===== config.mk =====
export PLATFORM = sky130hd
export DESIGN_NAME = ble_pdu_deframer
export DESIGN_NICKNAME = d
export VERILOG_FILES = /design/src/rtl/ble_pdu_deframer.sv
export SDC_FILE = /design/constraint.sdc
export NUM_CORES = 1
export LEC_CHECK = 0
export BUFFER_PORTS_ARGS = -buffer_cell sky130_fd_sc_hd__buf_2
export CORE_MARGIN = 3
export CORE_UTILIZATION = 49
export DETAILED_ROUTE_END_ITERATION = 10
export MAX_ROUTING_LAYER = met4
export SYNTH_ARGS = -nofsm -noshare
export SYNTH_HDL_FRONTEND = slang
export SYNTH_SLANG_ARGS = --single-unit

===== constraint.sdc =====
create_clock -name clk -period 3.2 [get_ports clk]
set_input_delay 0.32 -clock clk [delete_from_list [all_inputs] [get_ports clk]]
set_output_delay 0.32 -clock clk [all_outputs]
set_load 0.05 [all_outputs]

===== src/rtl/ble_pdu_deframer.sv =====
// BLE link-layer deframer: access-address hunt, dewhitening, LSB-first byte
// assembly, CRC-24 check and a small valid/ready output FIFO of {last, data}.
module ble_pdu_deframer #(
  parameter logic [31:0] ACC_ADDR   = 32'h6B7D9171,
  parameter logic [5:0]  CHANNEL    = 6'd37,
  parameter logic [23:0] CRC_INIT   = 24'h555555,
  parameter logic [23:0] CRC_POLY   = 24'h00065B,
  parameter int          MAX_LEN    = 37,
  parameter int          FIFO_DEPTH = 8
) (
  input  logic       clk,
  input  logic       rst,
  input  logic       update,
  input  logic       value,
  output logic [7:0] byte_data,
  output logic       byte_valid,
  input  logic       byte_ready,
  output logic       byte_last,
  output logic       pkt_done,
  output logic       crc_ok,
  output logic       len_err,
  output logic       overflow
);
  localparam int AW = (FIFO_DEPTH > 1) ? $clog2(FIFO_DEPTH) : 1;
  localparam logic [AW:0] DEPTH_C = (AW + 1)'(FIFO_DEPTH);
  localparam logic [7:0] MAX_LEN_B = 8'(MAX_LEN);

  typedef enum logic [1:0] {S_HUNT, S_HEADER, S_PAYLOAD, S_CRC} state_t;

  state_t      state;
  logic        upd_d;
  logic [31:0] aa;
  logic [6:0]  w;
  logic [23:0] crc;
  logic [7:0]  sh;
  logic [2:0]  bit_cnt;
  logic        hdr_byte;
  logic [7:0]  hdr0;
  logic [7:0]  len;
  logic [7:0]  pay_cnt;
  logic [4:0]  crc_cnt;
  logic        crc_acc;
  logic        push_req;
  logic [7:0]  push_data;
  logic        push_last;
  logic        hdr1_pend;
  logic [7:0]  hdr1_data;
  logic        hdr1_last;

  logic        strobe, d, crc_fb, crc_bit, aa_match, pay_last;
  logic [6:0]  w_next, w_seed;
  logic [23:0] crc_next;
  logic [7:0]  sh_next;

  // Whitening seed is the channel index bit-reversed above a constant 1.
  assign w_seed[0] = 1'b1;
  for (genvar gi = 1; gi < 7; gi++) begin : g_seed
    assign w_seed[gi] = CHANNEL[6-gi];
  end

  assign strobe   = update & ~upd_d;
  assign d        = value ^ w[6];
  assign w_next   = {w[5], w[4], w[3] ^ w[6], w[2], w[1], w[0], w[6]};
  assign crc_fb   = d ^ crc[23];
  assign crc_next = {crc[22:0], 1'b0} ^ (crc_fb ? CRC_POLY : 24'h000000);
  assign sh_next  = {d, sh[7:1]};
  assign crc_bit  = crc[5'd23 - crc_cnt];
  assign aa_match = (state == S_HUNT) && (aa == ACC_ADDR);
  assign pay_last = ((pay_cnt + 8'd1) == len);

  always_ff @(posedge clk or negedge rst) begin
    if (!rst) begin
      state     <= S_HUNT;
      upd_d     <= 1'b0;
      aa        <= '0;
      w         <= '0;
      crc       <= '0;
      sh        <= '0;
      bit_cnt   <= '0;
      hdr_byte  <= 1'b0;
      hdr0      <= '0;
      len       <= '0;
      pay_cnt   <= '0;
      crc_cnt   <= '0;
      crc_acc   <= 1'b0;
      push_req  <= 1'b0;
      push_data <= '0;
      push_last <= 1'b0;
      hdr1_pend <= 1'b0;
      hdr1_data <= '0;
      hdr1_last <= 1'b0;
      pkt_done  <= 1'b0;
      crc_ok    <= 1'b0;
      len_err   <= 1'b0;
    end else begin
      upd_d     <= update;
      pkt_done  <= 1'b0;
      len_err   <= 1'b0;
      push_req  <= 1'b0;
      hdr1_pend <= 1'b0;
      // Header byte 1 trails byte 0 by one cycle so both can use the single push port.
      if (hdr1_pend) begin
        push_req  <= 1'b1;
        push_data <= hdr1_data;
        push_last <= hdr1_last;
      end
      case (state)
        S_HUNT: begin
          if (aa_match) begin
            state    <= S_HEADER;
            w        <= w_seed;
            crc      <= CRC_INIT;
            aa       <= '0;
            bit_cnt  <= '0;
            hdr_byte <= 1'b0;
          end else if (strobe) begin
            aa <= {value, aa[31:1]};
          end
        end
        S_HEADER: begin
          if (strobe) begin
            w       <= w_next;
            crc     <= crc_next;
            sh      <= sh_next;
            bit_cnt <= bit_cnt + 3'd1;
            if (bit_cnt == 3'd7) begin
              if (!hdr_byte) begin
                hdr0     <= sh_next;
                hdr_byte <= 1'b1;
              end else begin
                hdr_byte <= 1'b0;
                len      <= sh_next;
                if (sh_next > MAX_LEN_B) begin
                  len_err <= 1'b1;
                  state   <= S_HUNT;
                end else begin
                  push_req  <= 1'b1;
                  push_data <= hdr0;
                  push_last <= 1'b0;
                  hdr1_pend <= 1'b1;
                  hdr1_data <= sh_next;
                  hdr1_last <= (sh_next == 8'd0);
                  pay_cnt   <= '0;
                  crc_cnt   <= '0;
                  crc_acc   <= 1'b1;
                  state     <= (sh_next == 8'd0) ? S_CRC : S_PAYLOAD;
                end
              end
            end
          end
        end
        S_PAYLOAD: begin
          if (strobe) begin
            w       <= w_next;
            crc     <= crc_next;
            sh      <= sh_next;
            bit_cnt <= bit_cnt + 3'd1;
            if (bit_cnt == 3'd7) begin
              push_req  <= 1'b1;
              push_data <= sh_next;
              push_last <= pay_last;
              pay_cnt   <= pay_cnt + 8'd1;
              if (pay_last) state <= S_CRC;
            end
          end
        end
        S_CRC: begin
          // CRC register is frozen here; received bits are compared MSB first.
          if (strobe) begin
            w       <= w_next;
            crc_cnt <= crc_cnt + 5'd1;
            crc_acc <= crc_acc & (d == crc_bit);
            if (crc_cnt == 5'd23) begin
              crc_ok   <= crc_acc & (d == crc_bit);
              pkt_done <= 1'b1;
              state    <= S_HUNT;
              aa       <= '0;
            end
          end
        end
        default: state <= S_HUNT;
      endcase
    end
  end

  logic [8:0]    mem [FIFO_DEPTH];
  logic [AW-1:0] wr_ptr, rd_ptr;
  logic [AW:0]   count;
  logic          full, do_pop, do_push, drop;
  logic [8:0]    head;

  assign full       = (count == DEPTH_C);
  assign byte_valid = (count != '0);
  assign do_pop     = byte_valid & byte_ready;
  assign do_push    = push_req & (~full | do_pop);
  assign drop       = push_req & full & ~do_pop;
  assign head       = mem[rd_ptr];
  assign byte_data  = byte_valid ? head[7:0] : 8'h00;
  assign byte_last  = byte_valid & head[8];

  always_ff @(posedge clk) begin
    if (do_push) mem[wr_ptr] <= {push_last, push_data};
  end

  always_ff @(posedge clk or negedge rst) begin
    if (!rst) begin
      wr_ptr   <= '0;
      rd_ptr   <= '0;
      count    <= '0;
      overflow <= 1'b0;
    end else begin
      if (do_push) wr_ptr <= wr_ptr + AW'(1);
      if (do_pop)  rd_ptr <= rd_ptr + AW'(1);
      if (do_push && !do_pop)      count <= count + (AW + 1)'(1);
      else if (do_pop && !do_push) count <= count - (AW + 1)'(1);
      if (aa_match)  overflow <= 1'b0;
      else if (drop) overflow <= 1'b1;
    end
  end
endmodule

==> After elaboration in Yosys (flattened, before gate mapping) <==
Memories as Yosys holds them, arrays and structs flattened.
Cells that the tools add are included.
{ "classes": {"n_mux": 97, "n_eq_ne": 22, "order_cmp": 2, "addsub": 8, "reduce_logical": 29, "n_bitwise": 17} }
{ "ops": {"columns": ["cell", "count"], "rows": [
  ["2-to-1 mux 32 bit", 4],
  ["2-to-1 mux 8 bit", 14],
  ["one-hot mux 32 bit (2 select lines)", 1],
  ["2-to-1 mux 24 bit", 2],
  ["one-hot mux 24 bit (2 select lines)", 1],
  ["2-to-1 mux 1 bit", 42],
  ["equality test 32 x 31 -> 1 bit, second input constant", 1],
  ["one-hot mux 8 bit (2 select lines)", 2],
  ["2-to-1 mux 5 bit", 5],
  ["XOR 24 x 11 -> 24 bit", 1],
  ["2-to-1 mux 2 bit", 10],
  ["inequality test 2 bit, second input constant", 10],
  ["AND reduction 4 bit", 4],
  ["2-to-1 mux 7 bit", 2],
  ["one-hot mux 7 bit (2 select lines)", 1],
  ["nonzero test 2 bit", 7],
  ["2-to-1 mux 11 bit", 1],
  ["one-hot mux 5 bit (2 select lines)", 1],
  ["adder 3 x 1 -> 3 bit, second input constant", 3],
  ["AND reduction 9 bit", 1],
  ["adder 8 x 1 -> 8 bit, second input constant", 1],
  ["equality test 8 bit", 1],
  ["greater-than comparator 8 x 6 -> 1 bit, second input constant", 1],
  ["logical NOT 8 bit", 1],
  ["other kinds (34)", 58]
]} }
{ "totals": {"mem_count": 1, "elab_cells": 202, "ff_bits": 142, "in_bits": 5, "ram_bits": 72} }
{ "mem_list": {"columns": ["memory", "depth", "width", "read_ports", "rd_ports_with_merged_regs", "write_ports", "line_no", "rtl"], "rows": [
  ["mem", 8, 9, 1, 0, 1, "186", "logic [8:0] mem [FIFO_DEPTH];"]
]} }

==> Longest topological paths before layout <==
Gate-level depths: netlist (run 1).
{ "logic_depth": {"depth_word": 8, "mapped_depth": 12, "mapped_depth_nobuf": 11} }

==> Worst setup path before layout (run 1) <==
OpenSTA, ideal clock, no wires.
{ "synth_timing": {"kind": "reg2reg", "startpoint": "reg count[0]", "endpoint": "reg count[3]", "t_arrival_ns": 3.076, "slack_ns": -0.001, "setup_ns": 0.125, "n_path_buf": 0, "period_less_slack_ns": 3.201, "stages_incl_launch_ff": 12, "path_cell_list": "dfrtp_1 nor4_1 inv_2 nand2_1 ha_1 inv_1 ha_1 a21o_1 a21oi_1 xnor2_1 nor2_1 xor2_1"} }
{ "synth_between": {"elab_chain_cells": 7, "elab_cells_between_ends": 15} }
{ "synth_lines": {"columns": ["element", "line_no", "rtl"], "rows": [
  ["from (decl)", "188", "logic [AW:0] count;"],
  ["from (signal assigned)", "214", "if (do_push && !do_pop) count <= count + (AW + 1)'(1);"],
  ["from (signal assigned)", "215", "else if (do_pop && !do_push) count <= count - (AW + 1)'(1);"],
  ["nonzero test 4 bit *", "193", "assign byte_valid = (count != '0);"],
  ["named net byte_valid", "16", "output logic byte_valid,"],
  ["AND 1 bit *", "194", "assign do_pop = byte_valid & byte_ready;"],
  ["bitwise OR 1 bit", "195", "assign do_push = push_req & (~full | do_pop);"],
  ["AND 1 bit", "195", null],
  ["logical NOT 1 bit", "215", null],
  ["logical AND 1 bit", "215", null],
  ["nonzero test 2 bit (no source line)", null, null]
]} }
Mark *: on every way through the listed nets, which the timed path passes. The rest lies on a longest branch. The select of a mux whose other input is x is not followed.
A chain may end at the register's enable or synchronous reset.

==> Worst setup path after layout (run 1) <==
{ "layout_timing": {"startpoint": "reg rd_ptr[1]", "endpoint": "out byte_last"} }
{ "layout_between": {"elab_chain_cells": 2} }
{ "layout_lines": {"columns": ["element", "line_no", "rtl"], "rows": [
  ["from (decl)", "187", "logic [AW-1:0] wr_ptr, rd_ptr;"],
  ["from (signal assigned)", "213", "if (do_pop) rd_ptr <= rd_ptr + AW'(1);"],
  ["memory read (8 x 9 bit)", null, null],
  ["AND 1 bit", "199", "assign byte_last = byte_valid & head[8];"],
  ["to (decl)", "18", "output logic byte_last,"]
]} }
No other way between the ends.

==> impl_metrics.yaml, run 1 <==
clocking:
  numCtsBuffers: 23
  cts.htree.levels: 1
  clock_latency_ns: 0.51
  cts_hold_buffers: 2
  clock_path_buffers: 3
  cts_tree: "yes"
  cts-resized-gates: 0
  cts.reportedPaths.clkPinSlew_ns: 0.06
  clockRootBuffer: "clkbuf_16"
  post-cts-setup-buffer-count: 0
  clkSinkCount: 213
pwr:
  p_per_area_nw_per_um2: 855
  ir_drop_mv: 0.505
  leakage_nw: 4.37
synth:
  synth_seq_area_share_pct: 61.0
  synthAdderAreaFrac_pct: 2.23
  synth_edf_count: 72
  synthFlopType: "dfrtp_1"
  postSynthAreaPerCell_um2: 13.5
  netlist.area_leader.share_pct: 37.9
  synth_mux_area_share_pct: 11.7
  ys_ff_latch: 213
  synthTopCellsByArea: "dfrtp_1, edfxtp_1, mux4_2, a22o_1, nand2_1"
  syn_inst: 692
  synthDistinctLibCells: 58
  synth_top_family_by_area: "multiplexers"
  synthArstFlopShare_pct: 66.2
  synth_warnings: 0
  synth_xor_area_share_pct: 2.72
  synth_compound_area_share_pct: 11.1
  synth-simple-area-share_pct: 8.95
  yosys.area.top_type: "dfrtp_1"
  synth_nets: 713
  netlist_area_um2: 9320
place:
  dpl.hpwl_um: 11700
  placedCellCount: 924
  gp_congestion: 0.802
  portBuffers: 18
  place_ws_ns: 0.558
critical_path:
  cp-end-kind: "output port"
  crit_type: "register to output port"
  setup.worst_path.start_class: "register"
  worstReg2RegStart: "pay_cnt[2]"
  cp.required_ns: 2.88
  worst_r2r_path_depth: 6
  critical_path_arrival_ns: 2.37
  crit_fanout: 20
  r2r_slack_ns: 0.55
sta:
  final_hold_viol_count: 0
  maxSlewHeadroom_pct: 39.6
  tns_ns: 0
  rsz0062_at_grt: "no"
  fin_crit_ns: 2.69
  tightestPinTransition_ns: 0.906
  max_clock_freq_mhz: 371
  finalMaxSlewViolations: 0
  fin_crit_sh_pct: 84.2
  skew_ns: 0.0116
  fin_ws_ns: 0.506
  setup_viol: 0
run_status:
  outcome: "finished, final reports clean"
min_path:
  hold_path.class: "input port to register"
  hold_end: "rd_ptr[2]"
  min_from: "byte_ready"
  hold_depth: 3
cells_and_area:
  final_cell_mix: "dfrtp_1, edfxtp_1, nand2_1, a22o_1, nor2_1"
  final_common_cell: "dfrtp_1"
  final_util_pct: 57.6
  fin_cells: 966
  area_growth_pct: 13.2
  num-fill-cells: 1462
  antennaDiodeCount: 0
  drive_above_1_share_pct: 17.4
  nets: 743
global_routing:
  antenna_found_initial: 0
  grt_start_max_net_pins: 84
  grt_pass1_wl_um: 30100
  groute.usage.overall_pct: 18.7
  grt_pass1_vias: 5706
  grt.overflow.total: 0
die:
  die_area_um2: 20700
  die_h_um: 144
  initial_utilization_pct: 50.8
  dieWidth_um: 144
  row_count: 49
  core_area_um2: 18300
  ioPinCount: 19
route:
  drc: 0
  dr.pass1.iters: 4
  viasPerCell: 5.85
  drtAntennaViolNets: 0
  routed_wl_um: 18100
  vias: 5654
  drt-initial-drc-count: 299
  wl_per_cell_um: 18.8
run:
  max-cap-violations: 0
-- cell usage after synthesis (all sizes together) (11+ instances only) --
library cell,number
mux2i,20
nand3,15
dfrtp,141
mux4,24
edfxtp,72
nor2,41
mux2,31
xnor2,19
nand2,55
inv,15
o21ai,28
a21oi,21
a22o,52
ha,15
buf,11
clkbuf,28
-- layout make-up --
class	count	area, um2	share of cell area (%)
flip-flops and latches	213	5690	53.9
multi-input cells	425	3430	32.5
clock buffers	29	608	5.76
repair buffers	44	309	2.93
well taps	229	287	2.71
clock inverters	11	171	1.62
inverters	15	56.3	0.533
-- worst max path at each step --
stage / from / to / slack, ns / cells after the start
2_1_floorplan: count[1] / count[3] / 0.37 / 11
3_3_place_gp: pay_cnt[2] / register / 0.65 / 6
3_5_place_dp: pay_cnt[2] / register / 0.56 / 6
4_1_cts: rd_ptr[1] / byte_last / 0.45 / 4
5_1_grt: rd_ptr[1] / byte_data[1] / 0.38 / 4
6_report: rd_ptr[1] / byte_last / 0.51 / 4
-- per-stage QoR --
stage	hold slack [ns]	instance area, um2	power, mW
floorplan	0.0244	9330	5.67
global placement	0.412	9760	6.26
detailed placement	0.421	9760	6.36
CTS	0.0763	10600	9.13
global route	0.101	10600	9.55
finish	0.0902	10600	9.02
-- state kept, by name (all words and copies together), names as in the netlist, 4 cells and up, named ones only --
name and flops:
mem 72, aa 32, crc 24, hdr0 8, hdr1_data 8, len 8, pay_cnt 8, push_data 8
sh 7, w 7, crc_cnt 5, count 4
-- cell families after synthesis --
| logic type | count (synthesis) |
|---|---|
| adder cells (fa/ha/maj) | 16 |
| XOR/XNOR | 29 |
| multiplexers | 75 |
| AND/OR/NAND/NOR | 166 |
| flip-flops | 213 |
| buffers and inverters | 54 |
| AO/OA/AOI/OAI | 139 |
-- worst max-delay path: stages (launching register included) --
cell,delay [ns]
dfrtp_1,0.94
mux4_2,0.42
mux2i_1,0.20
nor2_1,0.08
buf_2,0.21
-- routing by layer --
metal | vias to the layer above | global-route usage [%] | part of all wire [%]
met5 | - | - | 0
met4 | 0 | 4.31 | 1.9
met3 | 30 | 3.00 | 3.4
met2 | 107 | 29.4 | 48
met1 | 2872 | 25.8 | 46
li1 | 2645 | - | -
-- power breakdown --
group / switching (mW) / leakage [nW] / internal, mW
registers: 0.492 / 2.48 / 3.21
logic: 1.49 / 1.51 / 1.10
clock network: 1.06 / 0.380 / 1.67
Power figures use the tool's default switching activity.
==> inputs of run 2 (changes only) <==
Clock period 3.2 ns to 2.6 ns, I/O delays scaled along.
==> run 2 against run 1 <==
Global-route usage shrank 0.27 points. First-iteration DRC count increased by 28%. Clock power is 8.1% higher. Register-to-register slack got worse by 0.43 ns. Combinational power increased by 24%. Utilization is essentially flat. Critical path type is now register to register. Largest cell class unchanged.
==> impl_metrics.yaml, run 2 (synthesized netlist as in run 1, its figures left out) <==
run_status:
  outcome: "finished, final reports clean"
cells_and_area:
  final_common_cell: "dfrtp_1"
  antennaDiodeCount: 0
  nets: 755
  num-fill-cells: 1439
  reg_top3: "mem (72), aa (32), crc (24)"
  area_growth_pct: 13.3
  regMostFlops: "mem"
  final_cell_mix: "dfrtp_1, edfxtp_1, nand2_1, a22o_1, nor2_1"
  multi_input_area_um2: 3440
  largest_reg_flops: 72
  seqCellArea_um2: 5700
  drive_above_1_share_pct: 18.8
critical_path:
  cp.required_ns: 2.98
  setup.worst_path.start_class: "register"
  critical_path_arrival_ns: 2.85
  cp-end-kind: "register"
  crit_type: "register to register"
  crit_fanout: 7
run:
  max-cap-violations: 0
die:
  dieWidth_um: 144
  die_h_um: 144
  ioPinCount: 19
  row_count: 49
  die_area_um2: 20700
  core_area_um2: 18300
  initial_utilization_pct: 50.8
pwr:
  ir_drop_mv: 0.506
  leakage_nw: 4.37
  p_per_area_nw_per_um2: 1020
  totalPowerFinal_mw: 10.7
global_routing:
  antenna_found_initial: 0
  grt_util_met1_pct: 25.6
  met2_usage_pct: 28.7
  top_usage_layer: "met2"
  grt.overflow.total: 0
  grt_pass1_wl_um: 29600
  grt_pass1_vias: 5694
  grt_start_max_net_pins: 61
  groute.usage.overall_pct: 18.4
  grtUsageMet3_pct: 2.76
sta:
  fin_crit_sh_pct: 95.2
  rsz0062_at_grt: "no"
  skew_ns: 0.00821
  final_hold_viol_count: 0
  max_clock_freq_mhz: 404
  maxSlewHeadroom_pct: 39.1
  tns_ns: 0
  setup_viol: 0
  tightestPinTransition_ns: 0.908
  fin_crit_ns: 2.48
  finalMaxSlewViolations: 0
  fin_ws_ns: 0.125
route:
  viasPerCell: 5.72
  dr.pass1.iters: 4
  wl_per_cell_um: 18.1
  drt-initial-drc-count: 384
  routed_wl_um: 17700
  drc: 0
  drtAntennaViolNets: 0
  vias: 5596
place:
  portBuffers: 18
  gp_congestion: 0.796
  dpl.hpwl_um: 11500
  place_ws_ns: 0.0595
clocking:
  cts.htree.levels: 1
  clockRootBuffer: "clkbuf_16"
  numCtsBuffers: 23
  clock_path_buffers: 3
  cts.reportedPaths.clkPinSlew_ns: 0.06
  cts_tree: "yes"
  clock_latency_ns: 0.50
  clkSinkCount: 213
min_path:
  hold_path.class: "input port to register"
-- run 2: cell types whose count changed in the layout (fill, tap and decap cells not counted), sizes merged --
cell,delta
buf,+12
clkbuf,+6
bufinv,-4
clkinv,-2
clkinvlp,-1
inv,+1
-- run 2: where the power goes --
part | leakage (nW) | total (mW) | internal [mW] | switching [mW]
registers | 2.48 | 4.59 | 3.96 | 0.630
logic | 1.57 | 3.20 | 1.39 | 1.80
clock network | 0.330 | 2.95 | 1.70 | 1.25
total | 4.37 | 10.7 | 7.05 | 3.68
-- run 2: layout make-up --
cell class	count	area share, %
sequential	213	53.9
multi-input combinational	425	32.6
clock buffer	35	6.07
timing repair buffer	56	3.81
tap	229	2.71
inverter	15	0.557
clock inverter	5	0.308
-- run 2: worst paths after layout --
kind,start,end,slack [ns],cells past startpoint
max,pay_cnt[0],register,0.12,6
min,byte_ready,rd_ptr[2],0.05,3
max reg2reg,pay_cnt[0],register,0.12,6
min reg2reg,hdr1_last,hdr1_last,0.48,2
max in group asynchronous,rst,pay_cnt[0],1.55,3
min in group asynchronous,rst,aa[6],0.29,2
-- run 2: worst max-delay path: stages (launching register included) --
cell and delay [ns]:
dfrtp_2 0.43, nand3_4 0.13, o21a_1 0.22, or4b_4 0.52, a2111o_1 0.46, a211oi_2 0.26
mux2_1 0.34
-- run 2: per-stage QoR --
stage                     hold WS, ns  cells  util, %  instance area (um2)
after global placement          0.256    936     53.8                 9860
after detailed placement        0.267    936     53.8                 9860
after floorplan               -0.0356    692        -                 9340
after CTS                      0.0267    978     57.6                10600
final                          0.0464    978     57.6                10600
after global routing           0.0354    978     57.6                10600
-- run 2: layer usage --
metal,up-vias,wire length (um)
li1,2672,-
met1,2812,8470
met2,87,8340
met3,25,560
met4,0,298
met5,-,0
-- run 2: what timing repair did --
action | CTS | global route
endpoints found under the setup margin | 2 | 3
hold endpoints to repair | 57 | 0
buffers inserted | 0 | 0
hold buffers | 2 | 0
gates resized for setup | 1 | 6
==> inputs of run 3 (changes only) <==
Settings changed: PLACE_DENSITY set to 0.74.
==> run 3 against run 2 <==
Utilization grew 0.20 points. Die area is the same. Hold slack gained 0.0055 ns. Via count grew 2.5%. Largest power group unchanged. Highest routed layer unchanged.
==> impl_metrics.yaml, run 3 (synthesized netlist as in run 1, its figures left out) <==
cells_and_area:
  regMostFlops: "mem"
  final_cell_mix: "dfrtp_1, edfxtp_1, nand2_1, a22o_1, nor2_1"
  num-fill-cells: 1425
  drive_above_1_share_pct: 19.6
  final_common_cell: "dfrtp_1"
  largest_reg_flops: 72
  nets: 751
  reg_top3: "mem (72), aa (32), crc (24)"
  area_growth_pct: 13.7
  final_util_pct: 57.8
  antennaDiodeCount: 0
global_routing:
  met2_usage_pct: 30.1
  grt_start_max_net_pins: 85
  antenna_found_initial: 0
  grt_util_met1_pct: 24.1
  grt_pass1_wl_um: 30300
  groute.usage.overall_pct: 18.4
  grtUsageMet3_pct: 3.00
  grt_pass1_vias: 5999
  grt.overflow.total: 0
  top_usage_layer: "met2"
sta:
  tns_ns: 0
  max_clock_freq_mhz: 404
  fin_crit_ns: 2.48
  finalMaxSlewViolations: 0
  fin_crit_sh_pct: 95.3
  skew_ns: 0.0150
  maxSlewHeadroom_pct: 41.2
  final_hold_viol_count: 0
  rsz0062_at_grt: "no"
  setup_viol: 0
  tightestPinTransition_ns: 0.876
clocking:
  numCtsBuffers: 22
  clockRootBuffer: "clkbuf_16"
  post-cts-setup-buffer-count: 0
  clkSinkCount: 213
  cts_tree: "yes"
  clock_latency_ns: 0.50
  cts.htree.levels: 1
  cts.reportedPaths.clkPinSlew_ns: 0.06
  clock_path_buffers: 3
critical_path:
  r2r_slack_ns: 0.12
  worst_r2r_path_depth: 6
  setup.worst_path.start_class: "register"
  critical_path_arrival_ns: 2.86
  worstReg2RegStart: "pay_cnt[4]"
  crit_fanout: 7
  cp.required_ns: 2.98
  crit_type: "register to register"
  cp-end-kind: "register"
  crit_start: "pay_cnt[4]"
die:
  ioPinCount: 19
  row_count: 49
  die_h_um: 144
  core_area_um2: 18300
  dieWidth_um: 144
  initial_utilization_pct: 50.8
  die_area_um2: 20700
min_path:
  hold_path.class: "input port to register"
  hold_end: "rd_ptr[2]"
  min_from: "byte_ready"
  hold_depth: 3
route:
  wl_per_cell_um: 18.3
  drt-initial-drc-count: 411
  vias: 5736
  drtAntennaViolNets: 0
  dr.pass1.iters: 4
  routed_wl_um: 17800
  drc: 0
  viasPerCell: 5.88
pwr:
  p_clk_share_pct: 28.6
  switching_share_pct: 34.2
  ir_drop_mv: 0.524
  power.switching_mw: 3.76
  p_per_area_nw_per_um2: 1040
  comb_power_share_pct: 29.6
  seq_power_share_pct: 41.8
  p_int_mw: 7.23
  leakage_nw: 4.39
run_status:
  outcome: "finished, final reports clean"
place:
  portBuffers: 18
  gp_congestion: 0.889
  dpl.hpwl_um: 11700
run:
  max-cap-violations: 0
[run 3: cell count changes in the layout (fill, tap and decap cells not counted), sizes merged]
cell / previous run / this run
bufinv: 0 / 3
buf: 54 / 51
inv: 17 / 15
clkbuf: 35 / 25
clkinv: 3 / 12
[run 3: per-layer routing]
metal,part of all wire (%),wire (um)
met5,0,0
met4,2.5,437
met3,3.7,658
met1,45,7950
met2,49,8760
[run 3: area by class of cell]
| type | count | area [um2] | share of cell area, % |
|---|---|---|---|
| tap | 229 | 287 | 2.70 |
| inverter | 15 | 58.8 | 0.555 |
| sequential | 213 | 5700 | 53.7 |
| clock inverter | 15 | 168 | 1.58 |
| multi-input combinational | 425 | 3450 | 32.5 |
| timing repair buffer | 53 | 380 | 3.59 |
| clock buffer | 25 | 562 | 5.30 |
[run 3: worst max path at each step]
| stage | endpoint | cells after the start | slack, ns |
|---|---|---|---|
| 2_1_floorplan | count[3] | 11 | 0.02 |
| 3_3_place_gp | register | 6 | 0.15 |
| 3_5_place_dp | count[3] | 11 | 0.04 |
| 4_1_cts | count[3] | 11 | 0.02 |
| 5_1_grt | register | 6 | 0.01 |
| 6_report | register | 6 | 0.12 |
[run 3: per-stage QoR]
step	power [mW]	hold slack, ns	worst slack (ns)	instances	cell area (um2)
2_1_floorplan	7.00	-0.0356	0.0189	692	9340
3_3_place_gp	7.71	0.362	0.151	933	9830
3_5_place_dp	7.88	0.370	0.0395	933	9830
4_1_cts	11.1	0.0286	0.0248	975	10600
5_1_grt	11.6	0.0396	0.0145	975	10600
6_report	11.0	0.0519	0.123	975	10600
[run 3: power groups by stage]
stage / Sequential, mW / Clock, mW / Combinational (mW)
floorplan: 4.33 / 0 / 2.67
global placement: 4.59 / 0 / 3.12
detailed placement: 4.64 / 0 / 3.24
CTS: 4.59 / 3.22 / 3.26
global route: 4.68 / 3.34 / 3.58
finish: 4.60 / 3.14 / 3.25
[run 3: critical path: stages, from the launching register on]
cell,delay [ns]
dfrtp_1,0.47
nand2_2,0.11
o21a_1,0.20
or4b_4,0.51
a2111o_1,0.47
a211oi_2,0.27
mux2_1,0.34
[run 3: repair_timing]
| item | CTS | global route |
|---|---|---|
| gates resized for setup | 1 | 8 |
| hold buffers | 2 | 0 |
| hold endpoints to repair | 83 | 0 |
| pin swaps | 0 | 0 |
| endpoints found under the setup margin | 3 | 5 |
